[src/rtl/output_uart_pkg.sv]
// Shared types and constants for the output-SPR UART transmitter.
package output_uart_pkg;

   typedef enum logic [1:0] {IDLE, START, DATA, STOP} tx_state_t;

   localparam int BITS_PER_BYTE  = 8;
   localparam int BYTES_PER_WORD = 4;

endpackage

[src/rtl/output_uart_tx_word_fifo.sv]
// Circular word buffer; pointers carry one extra wrap bit so full and empty are distinguishable.
module word_fifo #(
   parameter int WIDTH = 32,
   parameter int DEPTH = 4
) (
   input  logic             clk_i,
   input  logic             rst_ni,
   input  logic             push_i,
   input  logic             pop_i,
   input  logic [WIDTH-1:0] wdata_i,
   output logic [WIDTH-1:0] rdata_o,
   output logic             full_o,
   output logic             empty_o,
   output logic             push_ok_o
);

   localparam int AW = $clog2(DEPTH);

   logic [AW:0]      wr_ptr_q, rd_ptr_q;
   logic [WIDTH-1:0] mem_q [DEPTH];
   logic             pop_ok;

   assign empty_o   = (wr_ptr_q == rd_ptr_q);
   assign full_o    = (wr_ptr_q[AW] != rd_ptr_q[AW]) &&
                      (wr_ptr_q[AW-1:0] == rd_ptr_q[AW-1:0]);
   assign pop_ok    = pop_i && !empty_o;
   // A pop in the same cycle frees a slot, so a write on a full buffer still lands.
   assign push_ok_o = push_i && (!full_o || pop_ok);
   assign rdata_o   = mem_q[rd_ptr_q[AW-1:0]];

   always_ff @(posedge clk_i or negedge rst_ni) begin
      if (!rst_ni) begin
         wr_ptr_q <= '0;
         rd_ptr_q <= '0;
      end else begin
         if (push_ok_o) wr_ptr_q <= wr_ptr_q + 1'b1;
         if (pop_ok)    rd_ptr_q <= rd_ptr_q + 1'b1;
      end
   end

   always_ff @(posedge clk_i) begin
      if (push_ok_o) mem_q[wr_ptr_q[AW-1:0]] <= wdata_i;
   end

endmodule

[src/rtl/output_uart_tx.sv]
// Output-SPR UART transmitter: buffers 32-bit words and sends each as four 8N1 frames, byte 0 first.
module output_uart_tx
   import output_uart_pkg::*;
#(
   parameter logic [15:0] CLKS_PER_BIT = 16'd5208,
   parameter int          FIFO_DEPTH   = 4
) (
   input  logic        clk,
   input  logic        rst,
   input  logic        wr_en,
   input  logic [31:0] wr_data,
   input  logic        clr_ovf,
   output logic        txd,
   output logic        tx_busy,
   output logic        fifo_full,
   output logic        fifo_empty,
   output logic        overflow
);

   localparam logic [15:0] BAUD_RELOAD = CLKS_PER_BIT - 16'd1;
   localparam logic [2:0]  LAST_BIT    = 3'(BITS_PER_BYTE - 1);
   localparam logic [1:0]  LAST_BYTE   = 2'(BYTES_PER_WORD - 1);

   tx_state_t   state_q;
   logic [15:0] baud_q;
   logic [2:0]  bit_idx_q;
   logic [1:0]  byte_idx_q;
   logic [31:0] shreg_q;
   logic        txd_q;
   logic        ovf_q;

   logic [31:0] fifo_rdata;
   logic        fifo_push_ok;
   logic        bit_end;
   logic        pop;
   logic        drop;

   word_fifo #(
      .WIDTH (32),
      .DEPTH (FIFO_DEPTH)
   ) u_fifo (
      .clk_i     (clk),
      .rst_ni    (rst),
      .push_i    (wr_en),
      .pop_i     (pop),
      .wdata_i   (wr_data),
      .rdata_o   (fifo_rdata),
      .full_o    (fifo_full),
      .empty_o   (fifo_empty),
      .push_ok_o (fifo_push_ok)
   );

   assign bit_end = (baud_q == 16'd0);
   // Pop from idle, or at the end of the last stop bit so consecutive words run gap-free.
   assign pop     = !fifo_empty &&
                    ((state_q == IDLE) ||
                     (state_q == STOP && bit_end && byte_idx_q == LAST_BYTE));
   assign drop    = wr_en && !fifo_push_ok;

   always_ff @(posedge clk or negedge rst) begin
      if (!rst) begin
         state_q    <= IDLE;
         baud_q     <= '0;
         bit_idx_q  <= '0;
         byte_idx_q <= '0;
         shreg_q    <= '0;
         txd_q      <= 1'b1;
      end else begin
         // Line level follows the current state one cycle later; every bit keeps its full width.
         case (state_q)
            START:   txd_q <= 1'b0;
            DATA:    txd_q <= shreg_q[0];
            default: txd_q <= 1'b1;
         endcase

         case (state_q)
            IDLE: begin
               if (pop) begin
                  shreg_q    <= fifo_rdata;
                  byte_idx_q <= '0;
                  baud_q     <= BAUD_RELOAD;
                  state_q    <= START;
               end
            end
            START: begin
               if (bit_end) begin
                  bit_idx_q <= '0;
                  baud_q    <= BAUD_RELOAD;
                  state_q   <= DATA;
               end else begin
                  baud_q <= baud_q - 16'd1;
               end
            end
            DATA: begin
               if (bit_end) begin
                  shreg_q <= shreg_q >> 1;
                  baud_q  <= BAUD_RELOAD;
                  if (bit_idx_q == LAST_BIT) begin
                     state_q <= STOP;
                  end else begin
                     bit_idx_q <= bit_idx_q + 3'd1;
                  end
               end else begin
                  baud_q <= baud_q - 16'd1;
               end
            end
            STOP: begin
               if (bit_end) begin
                  baud_q <= BAUD_RELOAD;
                  if (byte_idx_q != LAST_BYTE) begin
                     byte_idx_q <= byte_idx_q + 2'd1;
                     state_q    <= START;
                  end else if (pop) begin
                     shreg_q    <= fifo_rdata;
                     byte_idx_q <= '0;
                     state_q    <= START;
                  end else begin
                     state_q <= IDLE;
                  end
               end else begin
                  baud_q <= baud_q - 16'd1;
               end
            end
            default: state_q <= IDLE;
         endcase
      end
   end

   always_ff @(posedge clk or negedge rst) begin
      if (!rst) begin
         ovf_q <= 1'b0;
      end else if (drop) begin
         ovf_q <= 1'b1;
      end else if (clr_ovf) begin
         ovf_q <= 1'b0;
      end
   end

   assign txd      = txd_q;
   assign tx_busy  = (state_q != IDLE) || !fifo_empty;
   assign overflow = ovf_q;

endmodule

[config.mk]
export PLATFORM = sky130hd
export DESIGN_NAME = output_uart_tx
export DESIGN_NICKNAME = d
export VERILOG_FILES = /design/src/rtl/output_uart_pkg.sv /design/src/rtl/output_uart_tx_word_fifo.sv /design/src/rtl/output_uart_tx.sv
export SDC_FILE = /design/constraint.sdc
export NUM_CORES = 1
export LEC_CHECK = 0
export ABC_AREA = 0
export CELL_PAD_IN_SITES_DETAIL_PLACEMENT = 0
export CELL_PAD_IN_SITES_GLOBAL_PLACEMENT = 2
export CORE_MARGIN = 1
export CORE_UTILIZATION = 41
export DETAILED_ROUTE_END_ITERATION = 16
export HOLD_SLACK_MARGIN = 0.06
export PLACE_DENSITY = 0.84
export SLEW_MARGIN = 20
export SYNTH_ARGS = -nofsm -noshare
export SYNTH_HDL_FRONTEND = slang
export SYNTH_HIERARCHICAL = 1
export SYNTH_SLANG_ARGS = --single-unit
[constraint.sdc]
create_clock -name clk -period 3.5 [get_ports clk]
set_clock_uncertainty 0.1 [all_clocks]
set_input_delay 0.35 -clock clk [delete_from_list [all_inputs] [get_ports clk]]
set_output_delay 0.35 -clock clk [all_outputs]
set_load 0.01 [all_outputs]
==> impl_results.md <==
* Ys Warns at 6
* Hold buffers post-CTS at 0
* Number of vias per cell at 5.14
* Die height at between 100 and 150 um
* Placer Congestion at 0.677
* Synth top area share at a little under half
* Antenna violations before repair at 0
* Normalized max-slew margin at 51.8%
* DRT iter0 DRCs at 145
* R2R setup slack at between 0.5 and 0.6 ns
* # IOs at 41
* Top-count cell post-synth: edfxtp_1
* FF+latch count, synth at between 150 and 200
* CP Capture Type: flop
* Die Span X at 144 um
* Pwr dens at 867 nW/um^2
* Cells after synthesis at 460
* Drt wl/cell at around 17 um
* Fmax at 336 MHz
* Number of fill cells in the layout at 1,657
* Final setup viols at 0
* Total clock sinks at 191
* Area of the multi-input gates at 2630 um^2
* RSZ-0062 raised after global routing: false
* Clk root buf: clkbuf_16
* Syn Area/Cell at between 15 and 20 um^2
* Critical path data required time at approximately 3.5 ns
* # DRC at 0
* EDFF count, synth at around 130
* Largest net degree at the start of global routing at 48
* Synth top area cells: edfxtp_1 (47%), dfrtp_1 (19%), mux4_2 (8.8%), mux2_4 (5.7%), mux2_2 (4.9%)
* Bufs on Longest Clock Path at 2
* Layout area overhead at 15.6%
* Setup TNS at 0 ns
* Remaining Overflow, GRT at 0
* Sequential area share after synthesis at 66.0%
* Post-synth cell types at 52
* DIE AREA at 20,600 um^2
* Global-route wire length before repair at 22.5 mm
* GRT Util Overall at 14.7%
* Post-CTS Setup Bufs at 0
* Leak at 3.49 nW
* Final WL at 13.6 mm
* Dpl cell area at just under 9000 um^2
* Diodes inserted at 0
* Worst R2R End: u_fifo/mem_q[2][5]
* Post-route ant nets at 0
* Synth Flop Type: edfxtp_1
* CTS Buf Count at 17
* Hold Path Class: primary input to asynchronous set/reset pin
* Reg2reg start: baud_q[0]
* Cts repair resizes at 0
* Tcrit/Tclk final at 85.0%
* Largest area contributor in the netlist: edfxtp_1
* Status: complete, no violations
* Final min period at 2.97 ns
* Initial Util at 42.1%
* Fin. max-slew vios at 0
* Hold_ws at 0.385 ns
* Register area at 5420 um^2
* Worst-path maximum fanout at 32
* Synth top cells by count: edfxtp_1 (128), dfrtp_1 (62), mux2_2 (36)
* Clk slew on worst S/H paths at around 0.070 ns
* Drt first pass iters at 4
* Clk_lat worst skew at 0.43 ns
* Final Power at 8.23 mW
* Site Rows at roughly 50
* Arrival time worst endpoint at 2.94 ns
* Syn Std Cell Area at 8220 um^2
* CTS tree: done
* Port Buf Inserts at 40
* Number of global-route vias before repair at 4,359
* Design area at between 9000 and 10,000 um^2
* Max_cap viols at 0
* Hold Fails Final Rpt at 0
* Layout cells sized above 1 at between 20% and 30%
* VDD IR-drop max at 0.433 mV
* Async set-reset flop share out of synthesis at about a third
* Finished Core Util at 48.7%
* Vias at about 4,100
* Reg2reg path depth at 9
* Slew @ Worst Pin at 0.723 ns
* Setup Crit Path Kind: flop to flop
* Dpl hpwl at roughly 8.4 mm
* Htree depth at 4
* Core Region at 19,500 um^2
* Startpoint Class: flop
* Layout net count at 563
* Syn_nets at around 500
## kinds of logic after synthesis
group,synth area share [%]
flip-flops,66.0
multiplexers,19.4
buffers and inverters,2.25
AND/OR/NAND/NOR,4.10
AO/OA/AOI/OAI,3.91
XOR/XNOR,2.13
adder cells (fa/ha/maj),2.28
## power breakdown
group / internal (mW) / switching [mW] / total, mW
combinational: 1.61 / 1.40 / 3.01
clock: 1.01 / 0.880 / 1.89
sequential: 3.07 / 0.261 / 3.33
## cell usage in the layout (no fill, tap or decap), types with 2 or more instances in the layout
cell type	Yosys	layout
xor2_1	4	4
o21ai_0	7	7
inv_6	0	2
nor2_1	20	17
a22o_1	6	6
a31oi_1	2	2
xnor2_1	11	11
o21a_1	2	2
mux2_4	31	31
nor2_2	0	3
nand2b_1	3	3
clkinv_2	0	3
inv_1	13	13
a21oi_1	8	7
mux4_2	32	32
o31ai_1	3	3
nand3_1	4	4
edfxtp_1	128	128
clkbuf_16	0	17
nor4b_1	2	2
ha_1	15	14
nand2_1	17	17
nor2b_1	3	3
dfrtp_1	62	61
inv_8	0	5
clkdlybuf4s50_1	0	39
mux2_2	36	36
buf_4	0	11
nand4_1	3	3
nor3_1	6	6
## final cells by class
class / instances / share of cell area (%)
Timing Repair Buffer: 51 / 5.08
Multi-Input combinational cell: 238 / 27.7
Sequential cell: 191 / 57.1
Clock buffer: 18 / 4.52
Tap cell: 265 / 3.49
Inverter: 13 / 0.514
Clock inverter: 14 / 1.59
## sequential cells by signal, indices dropped and copies added (netlist names)
name	flops
u_fifo/mem_q	128
shreg_q	32
baud_q	16
bit_idx_q	3
u_fifo/rd_ptr_q	3
u_fifo/wr_ptr_q	3
byte_idx_q	2
state_q	2
overflow	1
txd	1
## layer usage
layer,global-route usage (%),vias up,part of all wire (%)
met5,0,-,0
met4,4.37,0,0.92
met3,3.63,13,3.2
met2,25.4,45,52
met1,18.3,2126,44
li1,-,1880,-
## how the worst max path moves through the flow
stage               startpoint                  end  slack (ns)  cells after the start
global placement     baud_q[0]  u_fifo/mem_q[2][12]        0.55                      9
floorplan            baud_q[0]   u_fifo/mem_q[0][0]       -0.20                      9
CTS                  baud_q[0]   u_fifo/mem_q[2][5]        0.48                      9
global route         baud_q[0]   u_fifo/mem_q[0][5]        0.24                      9
finish               baud_q[0]   u_fifo/mem_q[2][5]        0.53                      9
detailed placement   baud_q[0]   u_fifo/mem_q[2][8]        0.50                      9
## critical path: stages (launching register included)
cell	delay, ns
dfrtp_1	0.41
inv_1	0.08
ha_1	0.16
nor4b_1	0.31
and4_1	0.28
a31oi_1	0.09
nor2_1	0.40
o41ai_4	0.21
nor2_2	0.12
buf_4	0.43
## through the flow
step | instances | setup slack (ns)
final | 790 | 0.526
after global routing | 790 | 0.237
after CTS | 789 | 0.480
after detailed placement | 757 | 0.502
after global placement | 757 | 0.548
after floorplan | 460 | -0.202
Power figures use the tool's default switching activity.
